[src/rtl/trap_pkg.sv]
// Shared types and helpers for the machine-mode interrupt entry / mret sequencer.
// The cause-code defaults match the standard RISC-V interrupt numbering.
package trap_pkg;

    typedef enum logic [1:0] {
        IDLE      = 2'd0,
        TRAP_JUMP = 2'd1,
        RET_JUMP  = 2'd2
    } trap_state_e;

    localparam int         MCAUSE_INT_BIT  = 31;
    localparam logic [4:0] DEF_TIMER_CAUSE = 5'd7;
    localparam logic [4:0] DEF_EXT_CAUSE   = 5'd11;

    function automatic logic [31:0] make_mcause(input logic [4:0] code);
        logic [31:0] m;
        m                 = '0;
        m[MCAUSE_INT_BIT] = 1'b1;
        m[4:0]            = code;
        return m;
    endfunction

endpackage

[src/rtl/irq_prio_enc.sv]
// Masked interrupt priority encoder: external beats timer.
// Global enable is handled by the caller so this stays purely per-source.
module irq_prio_enc
    import trap_pkg::*;
#(
    parameter logic [4:0] TIMER_CAUSE = DEF_TIMER_CAUSE,
    parameter logic [4:0] EXT_CAUSE   = DEF_EXT_CAUSE
) (
    input  logic       irq_timer,
    input  logic       irq_ext,
    input  logic       mie_timer,
    input  logic       mie_ext,
    output logic       irq_any,
    output logic [4:0] code
);

    logic irq_t;
    logic irq_e;

    assign irq_t = irq_timer & mie_timer;
    assign irq_e = irq_ext & mie_ext;

    always_comb begin
        irq_any = irq_t | irq_e;
        code    = 5'd0;
        if (irq_e) begin
            code = EXT_CAUSE;
        end else if (irq_t) begin
            code = TIMER_CAUSE;
        end
    end

endmodule

[src/rtl/trap_ctrl.sv]
// Interrupt entry and mret return sequencer beside the execute stage.
// Detect cycle strobes CSRs and kills EX; the following cycle redirects the PC.
module trap_ctrl
    import trap_pkg::*;
#(
    parameter bit         VECTORED    = 1'b0,
    parameter logic [4:0] TIMER_CAUSE = DEF_TIMER_CAUSE,
    parameter logic [4:0] EXT_CAUSE   = DEF_EXT_CAUSE
) (
    input  logic        clk,
    input  logic        rst_n,
    input  logic        irq_timer,
    input  logic        irq_ext,
    input  logic        mie_global,
    input  logic        mie_timer,
    input  logic        mie_ext,
    input  logic        ex_valid,
    input  logic [31:0] ex_pc,
    input  logic        br_true,
    input  logic        jump_en,
    input  logic        mret_req,
    input  logic [31:0] mtvec,
    input  logic [31:0] mepc_csr,
    output logic        epc_taken,
    output logic [31:0] epc,
    output logic        stall,
    output logic        flush,
    output logic        mepc_we,
    output logic [31:0] mepc_wdata,
    output logic        mcause_we,
    output logic [31:0] mcause_wdata,
    output logic        mie_clear,
    output logic        mie_restore,
    output logic        busy
);

    trap_state_e state_q, state_d;
    logic [31:0] target_q, target_d;

    logic        irq_any;
    logic [4:0]  irq_code;
    logic        take_irq;
    logic [31:0] trap_base;
    logic [31:0] trap_target;
    logic [31:0] ret_target;

    irq_prio_enc #(
        .TIMER_CAUSE (TIMER_CAUSE),
        .EXT_CAUSE   (EXT_CAUSE)
    ) u_prio (
        .irq_timer (irq_timer),
        .irq_ext   (irq_ext),
        .mie_timer (mie_timer),
        .mie_ext   (mie_ext),
        .irq_any   (irq_any),
        .code      (irq_code)
    );

    // Branch/jump cycles defer the interrupt so the redirect never collides.
    assign take_irq = mie_global & irq_any & ex_valid & ~br_true & ~jump_en;

    assign trap_base  = mtvec & 32'hFFFF_FFFC;
    assign ret_target = mepc_csr & 32'hFFFF_FFFC;

    always_comb begin
        trap_target = trap_base;
        if (VECTORED) begin
            trap_target = trap_base + {25'd0, irq_code, 2'b00};
        end
    end

    always_comb begin
        state_d      = state_q;
        target_d     = target_q;
        epc_taken    = 1'b0;
        epc          = 32'h0;
        stall        = 1'b0;
        flush        = 1'b0;
        mepc_we      = 1'b0;
        mepc_wdata   = 32'h0;
        mcause_we    = 1'b0;
        mcause_wdata = 32'h0;
        mie_clear    = 1'b0;
        mie_restore  = 1'b0;
        busy         = (state_q != IDLE);

        case (state_q)
            IDLE: begin
                // Held reset must not leak strobes from a pending interrupt.
                if (rst_n && take_irq) begin
                    mepc_we      = 1'b1;
                    mepc_wdata   = ex_pc;
                    mcause_we    = 1'b1;
                    mcause_wdata = make_mcause(irq_code);
                    mie_clear    = 1'b1;
                    stall        = 1'b1;
                    flush        = 1'b1;
                    target_d     = trap_target;
                    state_d      = TRAP_JUMP;
                end else if (rst_n && mret_req && ex_valid) begin
                    stall    = 1'b1;
                    flush    = 1'b1;
                    target_d = ret_target;
                    state_d  = RET_JUMP;
                end
            end
            TRAP_JUMP: begin
                epc_taken = 1'b1;
                epc       = target_q;
                flush     = 1'b1;
                state_d   = IDLE;
            end
            RET_JUMP: begin
                epc_taken   = 1'b1;
                epc         = target_q;
                flush       = 1'b1;
                mie_restore = 1'b1;
                state_d     = IDLE;
            end
            default: begin
                state_d = IDLE;
            end
        endcase
    end

    always_ff @(posedge clk) begin
        if (!rst_n) begin
            state_q <= IDLE;
        end else begin
            state_q <= state_d;
        end
    end

    // Target is pure data; it is only observed while state is a jump state.
    always_ff @(posedge clk) begin
        target_q <= target_d;
    end

endmodule

[config.mk]
export PLATFORM = sky130hd
export DESIGN_NAME = trap_ctrl
export DESIGN_NICKNAME = d
export VERILOG_FILES = /design/src/rtl/trap_pkg.sv /design/src/rtl/irq_prio_enc.sv /design/src/rtl/trap_ctrl.sv
export SDC_FILE = /design/constraint.sdc
export NUM_CORES = 1
export LEC_CHECK = 0
export CAP_MARGIN = 25
export CELL_PAD_IN_SITES_DETAIL_PLACEMENT = 1
export CELL_PAD_IN_SITES_GLOBAL_PLACEMENT = 1
export CORE_MARGIN = 10
export CORE_UTILIZATION = 20
export CTS_BUF_LIST = sky130_fd_sc_hd__clkbuf_8
export DETAILED_ROUTE_END_ITERATION = 8
export PLACE_DENSITY_LB_ADDON = 0.1
export SLEW_MARGIN = 20
export SYNTH_ARGS = -nofsm -noshare
export SYNTH_HDL_FRONTEND = slang
export SYNTH_HIERARCHICAL = 1
export SYNTH_SLANG_ARGS = --single-unit
[constraint.sdc]
create_clock -name clk -period 2.3 [get_ports clk]
set_input_delay 0.345 -clock clk [delete_from_list [all_inputs] [get_ports clk]]
set_output_delay 0.345 -clock clk [all_outputs]
set_load 0.005 [all_outputs]
# Word level (Yosys, flattened, before mapping)
# Index checks and enable logic that the tools add are counted.
# totals
out_inout_bits	104
wordCells	45
ff_bits	32
inputBits	107
# op_classes
bitwise_logic	11
reduce_logical	10
eq_ne	2
mux	19
# op_table
operator	n
$mux 32	7
$mux 1	9
$and 1x1->1	6
$mux 5	1
$not 1->1	4
$reduce_and 2->1	2
$reduce_bool 2->1	2
$logic_and 1x1->1	3
$mux 3	1
$reduce_or 3->1	1
$eq 2x1->1 const B	1
$eq 2x2->1 const B	1
$logic_not 2->1	1
$pmux 1 s2	1
$reduce_or 2->1	1
$or 1x1->1	1

# Depth between registers and ports, before layout
# Gate-level depths: netlist of the first run.
# depth
word_depth	9
ltp_mapped	9
mapped_depth_nobuf	5

# Hierarchy
# Netlist of the first run, hierarchy kept.
# modules_own_cells
mod	seq_area_each_um2	area_each_um2	instances	cells_per_inst
trap_ctrl	940.9	2213.4	1	192
irq_prio_enc	0.0	63.8	1	9

# Worst setup path before layout of the first run
# OpenSTA, ideal clock, no wires.
# synth_path
path_type	input to output
start	in irq_ext
end	out flush
t_required_ps	1955
n_path_buf	0
path_slack_ps	30
t_arrival_ps	1925
cell_stages	5
cell_sequence	and2_4 nand2b_4 and4bb_4 o2111a_1 o21ba_2
# synth_between
elab_chain_len	9
# synth_lines
element	line	text
start, declared	trap_ctrl.sv:13	input logic irq_ext,
$and 1x1->1	irq_prio_enc.sv:21	assign irq_e = irq_ext & mie_ext;
$or 1x1->1	irq_prio_enc.sv:24	irq_any = irq_t | irq_e;
named net irq_any	trap_ctrl.sv:40	logic irq_any;
$and 1x1->1 (4 in series)	trap_ctrl.sv:60	assign take_irq = mie_global & irq_any & ex_valid & ~br_true & ~jump_en;
$logic_and 1x1->1	trap_ctrl.sv:90	if (rst_n && take_irq) begin
$mux 1	trap_ctrl.sv:90	
$pmux 1 s2	trap_ctrl.sv:87	case (state_q)
end, declared	trap_ctrl.sv:27	output logic flush,
# The timed path passes the listed nets, and every way through them passes these cells.

# Worst setup path after layout of the first run
# layout_path
start	in br_true
end	out mepc_wdata[30]
# layout_between
elab_chain_len	6
# layout_lines
element	line	text
start, declared	trap_ctrl.sv:19	input logic br_true,
$not 1->1	trap_ctrl.sv:60	
$and 1x1->1 (2 in series)	trap_ctrl.sv:60	
$logic_and 1x1->1	trap_ctrl.sv:90	
$mux 32	trap_ctrl.sv:90	
$mux 32	trap_ctrl.sv:87	
end, declared	trap_ctrl.sv:29	output logic [31:0] mepc_wdata,
# Every way passes these cells.

==> results_dict.tcl, run 1 <==
set metrics [dict create \
    ant_nets 0 \
    intPower_w 0.001141 \
    rr_endpoint "target_q[30]$_DFFE_PP_" \
    core_area_um2 10980 \
    sw_frac_of_total_pct 22.63 \
    ys.flop_type "edfxtp_1" \
    cts.clk_slew.worst_paths_ps 60 \
    drt_wl_total_um 9273 \
    track_usage_pct 10.69 \
    hold_end "state_q[1]$_SDFFE_PP0P_" \
    r2r-start "state_q[1]$_SDFFE_PP0P_" \
    synth.most_common_cell "buf_4" \
    drv_cap 0 \
    clk_latency_ps 280 \
    grt_max_degree 41 \
    grt_pass1_wl_um 13640 \
    drive_gt1_share_pct 33.16 \
    num-fill-cells 1249 \
    cts-root-buf "clkbuf_8" \
    num-nets-final 496 \
    area.growth.synth_to_final_pct 86.65 \
    rsz0062_at_grt "yes" \
    min-delay-start "state_q[1]$_SDFFE_PP0P_" \
    synthAdderAreaFrac_pct 1.648 \
    synth.area.mux_share_pct 14.84 \
    crit_fanout 8 \
    synth_seq_cells 32 \
    synth_top_area_share_pct 39.56 \
    floorplan.initialDensity_pct 20.73 \
    hold_class "reg -> reg" \
    firstDrtPassIters 4 \
    first_global_vias 2279 \
    num_vias 2072 \
    ff2ff_path_depth 5 \
    power.leakage_nw 1.832 \
    portBuffers 177 \
    grt_antenna_before_repair 0 \
    htree_levels 2 \
    seqPwrFrac_pct 45.0 \
    synth_xor_area_share_pct 0 \
    ys_seq_area_share_pct 41.32 \
    die_h_um 126.7 \
    finalMaxSlewViolations 0 \
    ys_warn_count 6 \
    crit_type "in -> out" \
    p_per_area_nw_per_um2 346.8 \
    whs_ps 539.1 \
    numClockSinks 32 \
    placed_cell_area_um2 4070 \
    cts_buffers 5 \
    min_period_over_period_pct 98.22 \
    peakVddDrop_v 0.0001820 \
    avgSynthCellArea_um2 11.33 \
    finalHoldViolations 0 \
    reg2reg_slack_ps 710 \
    period_needed_ps 2259 \
    gp_congestion 0.6643 \
    critPathSlowestCell "clkdlybuf4s50_1" \
    fin_skew_ps 8.641 \
    synth_top_cells_by_area "edfxtp_1 40%, mux2_2 15%, buf_4 12%, and2_1 8.2%, and3_1 6.0%" \
    postLayoutCellArea_um2 4250 \
    drt_drc_violations_left 0 \
    endpoint_kind "primary output" \
    ys_async_sr_fraction_pct 0 \
    clockPowerShare_pct 27.5 \
    die_area_um2 16050 \
    final_cell_count_no_fill 526 \
    critPathMaxStageDelay_ps 440 \
    synth_area_um2 2277 \
    post-dp-hpwl_um 7395 \
    post_drt_wl_per_cell_um 17.63 \
    synth_largest_area_cell "edfxtp_1" \
    fp.dieW_um 126.7 \
    synth_enable_flop_cells 30 \
    p_switching_w 0.0003335 \
    clockBufferDepth 2 \
    yosysUniqueCellTypes 26 \
    cp-start-kind "input port" \
    io_pins 211 \
    num_rows 38 \
    cts_tree "built" \
    first_iter_violations 51 \
    combPwrFrac_pct 27.5 \
    synthCells 201 \
    cp.required_ps 1960 \
    synthTopCellsByCount "35 x buf_4, 30 x and2_1, 30 x edfxtp_1, 30 x mux2_2, 22 x and3_1" \
    synth_compound_area_share_pct 1.648 \
    dp_cells 510 \
    crit_chain "clkdlybuf4s50_1 -> and4bb_4 -> and3_4 -> buf_4 -> buf_6 -> buf_16 -> and3_2 -> buf_2" \
    synth_top_family_by_area "simple AND/OR/NAND/NOR gates" \
    critPathArrivalTime_ps 1910 \
    worstHoldPathCells 2 \
    setup_violations 0 \
    synthSimpleGateAreaFrac_pct 22.42 \
    overflow 0 \
    fmax_ghz 0.4426 \
    antenna_cells 0 \
    via_per_inst 3.939 \
    status "complete, no violations" \
]
placed cells by master, fill, tap and decap left out, drive strengths merged, types with 5 or more instances in the layout:
cell           instances
and3                  38
conb                  29
and2                  32
mux2                  30
buf                   63
edfxtp                30
clkbuf                 5
clkdlybuf4s50        131
power by group through the flow:
| stage | logic, W | clock network, W | registers, W |
|---|---|---|---|
| CTS | 0.000413 | 0.000432 | 0.000664 |
| finish | 0.000405 | 0.000405 | 0.000664 |
| global placement | 0.000399 | 0 | 0.000676 |
| floorplan | 0.000154 | 0 | 0.000676 |
| global route | 0.000441 | 0.000457 | 0.000665 |
| detailed placement | 0.000403 | 0 | 0.000677 |
per-layer routing:
layer,wire (um),part of all wire [%],track usage (%),vias to the layer above
met5,0,0,0,-
met4,54,0.58,2.411,0
met3,786,8.5,4.165,2
met2,4760,51,18.99,105
met1,3672,40,11.73,961
li1,-,-,-,1004
stage by stage:
| stage | setup WS [ps] | power [W] | TNS (ps) | utilization [%] |
|---|---|---|---|---|
| 3_3_place_gp | -431.3 | 0.001075 | -25390 | 37.06 |
| 3_5_place_dp | -455.7 | 0.001080 | -27490 | 37.06 |
| 5_1_grt | -31.18 | 0.001563 | -199.5 | 38.70 |
| 4_1_cts | 0.2547 | 0.001508 | 0 | 38.93 |
| 6_report | 40.87 | 0.001474 | 0 | 38.70 |
| 2_1_floorplan | 29.61 | 0.0008292 | 0 | - |
timing repair:
| action | 4_1_cts | 5_1_grt |
|---|---|---|
| gates cloned | 4 | 0 |
| hold buffers | 0 | 0 |
| setup endpoints to repair | 52 | 34 |
| hold endpoints to repair | 0 | 0 |
| pin swaps | 3 | 0 |
| gates resized for setup | 202 | 1 |
| buffers inserted | 7 | 0 |
final cells by class:
class	count	area, um^2	area share (%)
inverters	3	11.26	0.2649
clock buffers	5	68.82	1.619
repair buffers	201	1962	46.16
well taps	140	175.2	4.121
flip-flops and latches	32	940.9	22.14
clock inverters	2	12.51	0.2944
multi-input cells	143	1080	25.40
critical path: cells and delay by family:
kind | cells | cell delay [ps]
buffers and inverters | 5 | 960
and+or+nand+nor | 3 | 600
state kept, by name, summed over array words and instances (netlist names):
signal    count
state_q       2
target_q     30
worst max path at each step:
stage	startpoint	endpoint	slack (ps)	cells past startpoint
after floorplan	irq_ext	flush	30	5
after global placement	irq_ext	mcause_we	-430	8
after detailed placement	irq_ext	mcause_we	-460	8
after CTS	br_true	mepc_wdata[9]	0.3	8
after global routing	state_q[0]$_SDFFE_PN0P_	epc[30]	-30	5
final	br_true	mepc_wdata[30]	40	8
logic make-up after synthesis:
group | count (synthesis)
adders and majority gates | 3
other | 2
buffers and inverters | 53
DFF | 32
muxes | 30
and+or+nand+nor | 77
AOI/OAI and AO/OA | 4
(Power assumes the default switching activity.)
==> run 2: changes to the inputs <==
--- a/config.mk
+++ b/config.mk
@@ -13,6 +13,7 @@
 export CTS_BUF_LIST = sky130_fd_sc_hd__clkbuf_8
 export DETAILED_ROUTE_END_ITERATION = 8
 export PLACE_DENSITY_LB_ADDON = 0.1
+export REMOVE_ABC_BUFFERS = 1
 export SLEW_MARGIN = 20
 export SYNTH_ARGS = -nofsm -noshare
 export SYNTH_HDL_FRONTEND = slang
==> run 2 against run 1 <==
Largest power group unchanged. Highest routed layer unchanged. Critical endpoint is now mepc_wdata[19]. Die area is the same. Largest cell class unchanged. Sequential cell count unchanged. Register-to-register slack better by 50 ps.
==> results_dict.tcl, run 2 (synthesis gave the netlist of run 1 again) <==
set metrics [dict create \
    status "complete, no violations" \
    first_iter_violations 47 \
    hold_class "reg -> reg" \
    finalHoldViolations 0 \
    min_period_over_period_pct 96.67 \
    final_util_pct 40.66 \
    clockBufferDepth 2 \
    via_per_inst 4.079 \
    drt_wl_total_um 10170 \
    num_rows 38 \
    cts.clk_slew.worst_paths_ps 70 \
    num-nets-final 502 \
    top_regs "target_q: 30 flops, state_q: 2 flops" \
    fin_skew_ps 2.814 \
    grt_max_degree 36 \
    gp_congestion 0.6984 \
    power.leakage_nw 1.866 \
    clk_latency_ps 270 \
    io_pins 211 \
    first_global_vias 2575 \
    cts-root-buf "clkbuf_8" \
    crit_fanout 10 \
    finalMaxSlewViolations 0 \
    finalPower_w 0.001601 \
    core_area_um2 10980 \
    overflow 0 \
    post_drt_wl_per_cell_um 19.05 \
    peakVddDrop_v 0.0002018 \
    num_vias 2178 \
    drive_gt1_share_pct 34.86 \
    cts_tree "built" \
    post-dp-hpwl_um 7982 \
    period_needed_ps 2223 \
    endpoint_kind "primary output" \
    grt_antenna_before_repair 1 \
    htree_levels 2 \
    mostFrequentLayoutCell "clkdlybuf4s50_1" \
    largest_reg_flops 30 \
    fp.dieW_um 126.7 \
    numClockSinks 32 \
    final_cell_mix "125 x clkdlybuf4s50_1, 30 x and2_1, 30 x mux2_2, 30 x edfxtp_1, 29 x conb_1" \
    die_h_um 126.7 \
    ant_nets 0 \
    cp.required_ps 1960 \
    portBuffers 177 \
    fmax_ghz 0.4498 \
    crit_type "in -> out" \
    firstDrtPassIters 4 \
    critPathArrivalTime_ps 1880 \
    grt_pass1_wl_um 15360 \
    track_usage_pct 12.04 \
    floorplan.initialDensity_pct 20.73 \
    cp-start-kind "input port" \
    cts_buffers 5 \
    drt_drc_violations_left 0 \
    setup_violations 0 \
    die_area_um2 16050 \
    drv_cap 0 \
    rsz0062_at_grt "no" \
    regMostFlops "target_q" \
    p_per_area_nw_per_um2 358.5 \
    area.growth.synth_to_final_pct 96.10 \
]
## run 2: cell types whose count changed in the layout (fill, tap and decap cells not counted), moves of 3 or more
| cell | change |
|---|---|
| buf_2 | -17 |
| clkdlybuf4s15_2 | +13 |
| clkdlybuf4s50_1 | -6 |
| dlygate4sd2_1 | +5 |
| and3_1 | -4 |
| buf_4 | +4 |
| clkdlybuf4s15_1 | +4 |
| and3_2 | +3 |
## run 2: layout make-up
type	count	area, um^2
diodes	1	2.502
flip-flops and latches	32	943.4
multi-input cells	143	1100
inverters	3	11.26
well taps	140	175.2
repair buffers	207	2127
clock buffers	5	68.82
clock inverters	3	37.54
fillers	1226	6518
## run 2: critical path: stages
cell,delay [ps]
buf_2,100
and2_4,150
nand2b_4,140
and4bb_4,190
and3_4,160
buf_6,130
buf_6,130
buf_16,130
and3_2,200
clkdlybuf4s15_2,210
## run 2: report_power, final
part	switching, W	internal [W]	leakage (nW)
registers	0.00000416	0.000660	0.292
clock network	0.000203	0.000315	0.0532
logic	0.000134	0.000284	1.52
total	0.000341	0.00126	1.87
## run 2: metrics by stage
stage	setup TNS, ps	hold WS (ps)	cells	area (um^2)	setup slack [ps]
finish	0	525.7	534	4466	76.57
global route	0	591.7	534	4466	24.16
CTS	0	559.0	532	4437	11.95
detailed placement	-23850	539.6	509	4064	-496.2
global placement	-23030	526.4	509	4064	-502.3
floorplan	-28160	450.4	178	1984	-454.7
## run 2: path summary, 6_finish.rpt
| check | startpoint | end | slack (ps) | cells past startpoint |
|---|---|---|---|---|
| setup / recovery | mie_ext | mepc_wdata[19] | 80 | 10 |
| hold / removal | state_q[0]$_SDFFE_PN0P_ | state_q[0]$_SDFFE_PN0P_ | 530 | 2 |
| setup reg to reg | state_q[0]$_SDFFE_PN0P_ | target_q[4]$_DFFE_PP_ | 760 | 4 |
| hold reg to reg | state_q[0]$_SDFFE_PN0P_ | state_q[0]$_SDFFE_PN0P_ | 530 | 2 |
## run 2: layer usage
layer  vias up  routed length [um]  GRT usage, %
li1       1017                   -             -
met3         9                1667         8.663
met1       989                3817         12.12
met4         0                 132         2.478
met2       163                4555         19.93
met5         -                   0             0
## run 2: timing repair
action                     in CTS  in global routing
hold buffers                    0                  0
buffers inserted               10                  2
pin swaps                      10                  1
setup endpoints to repair      55                 51
cloned                          5                  0
gates resized for setup       179                 11
hold endpoints to repair        0                  0
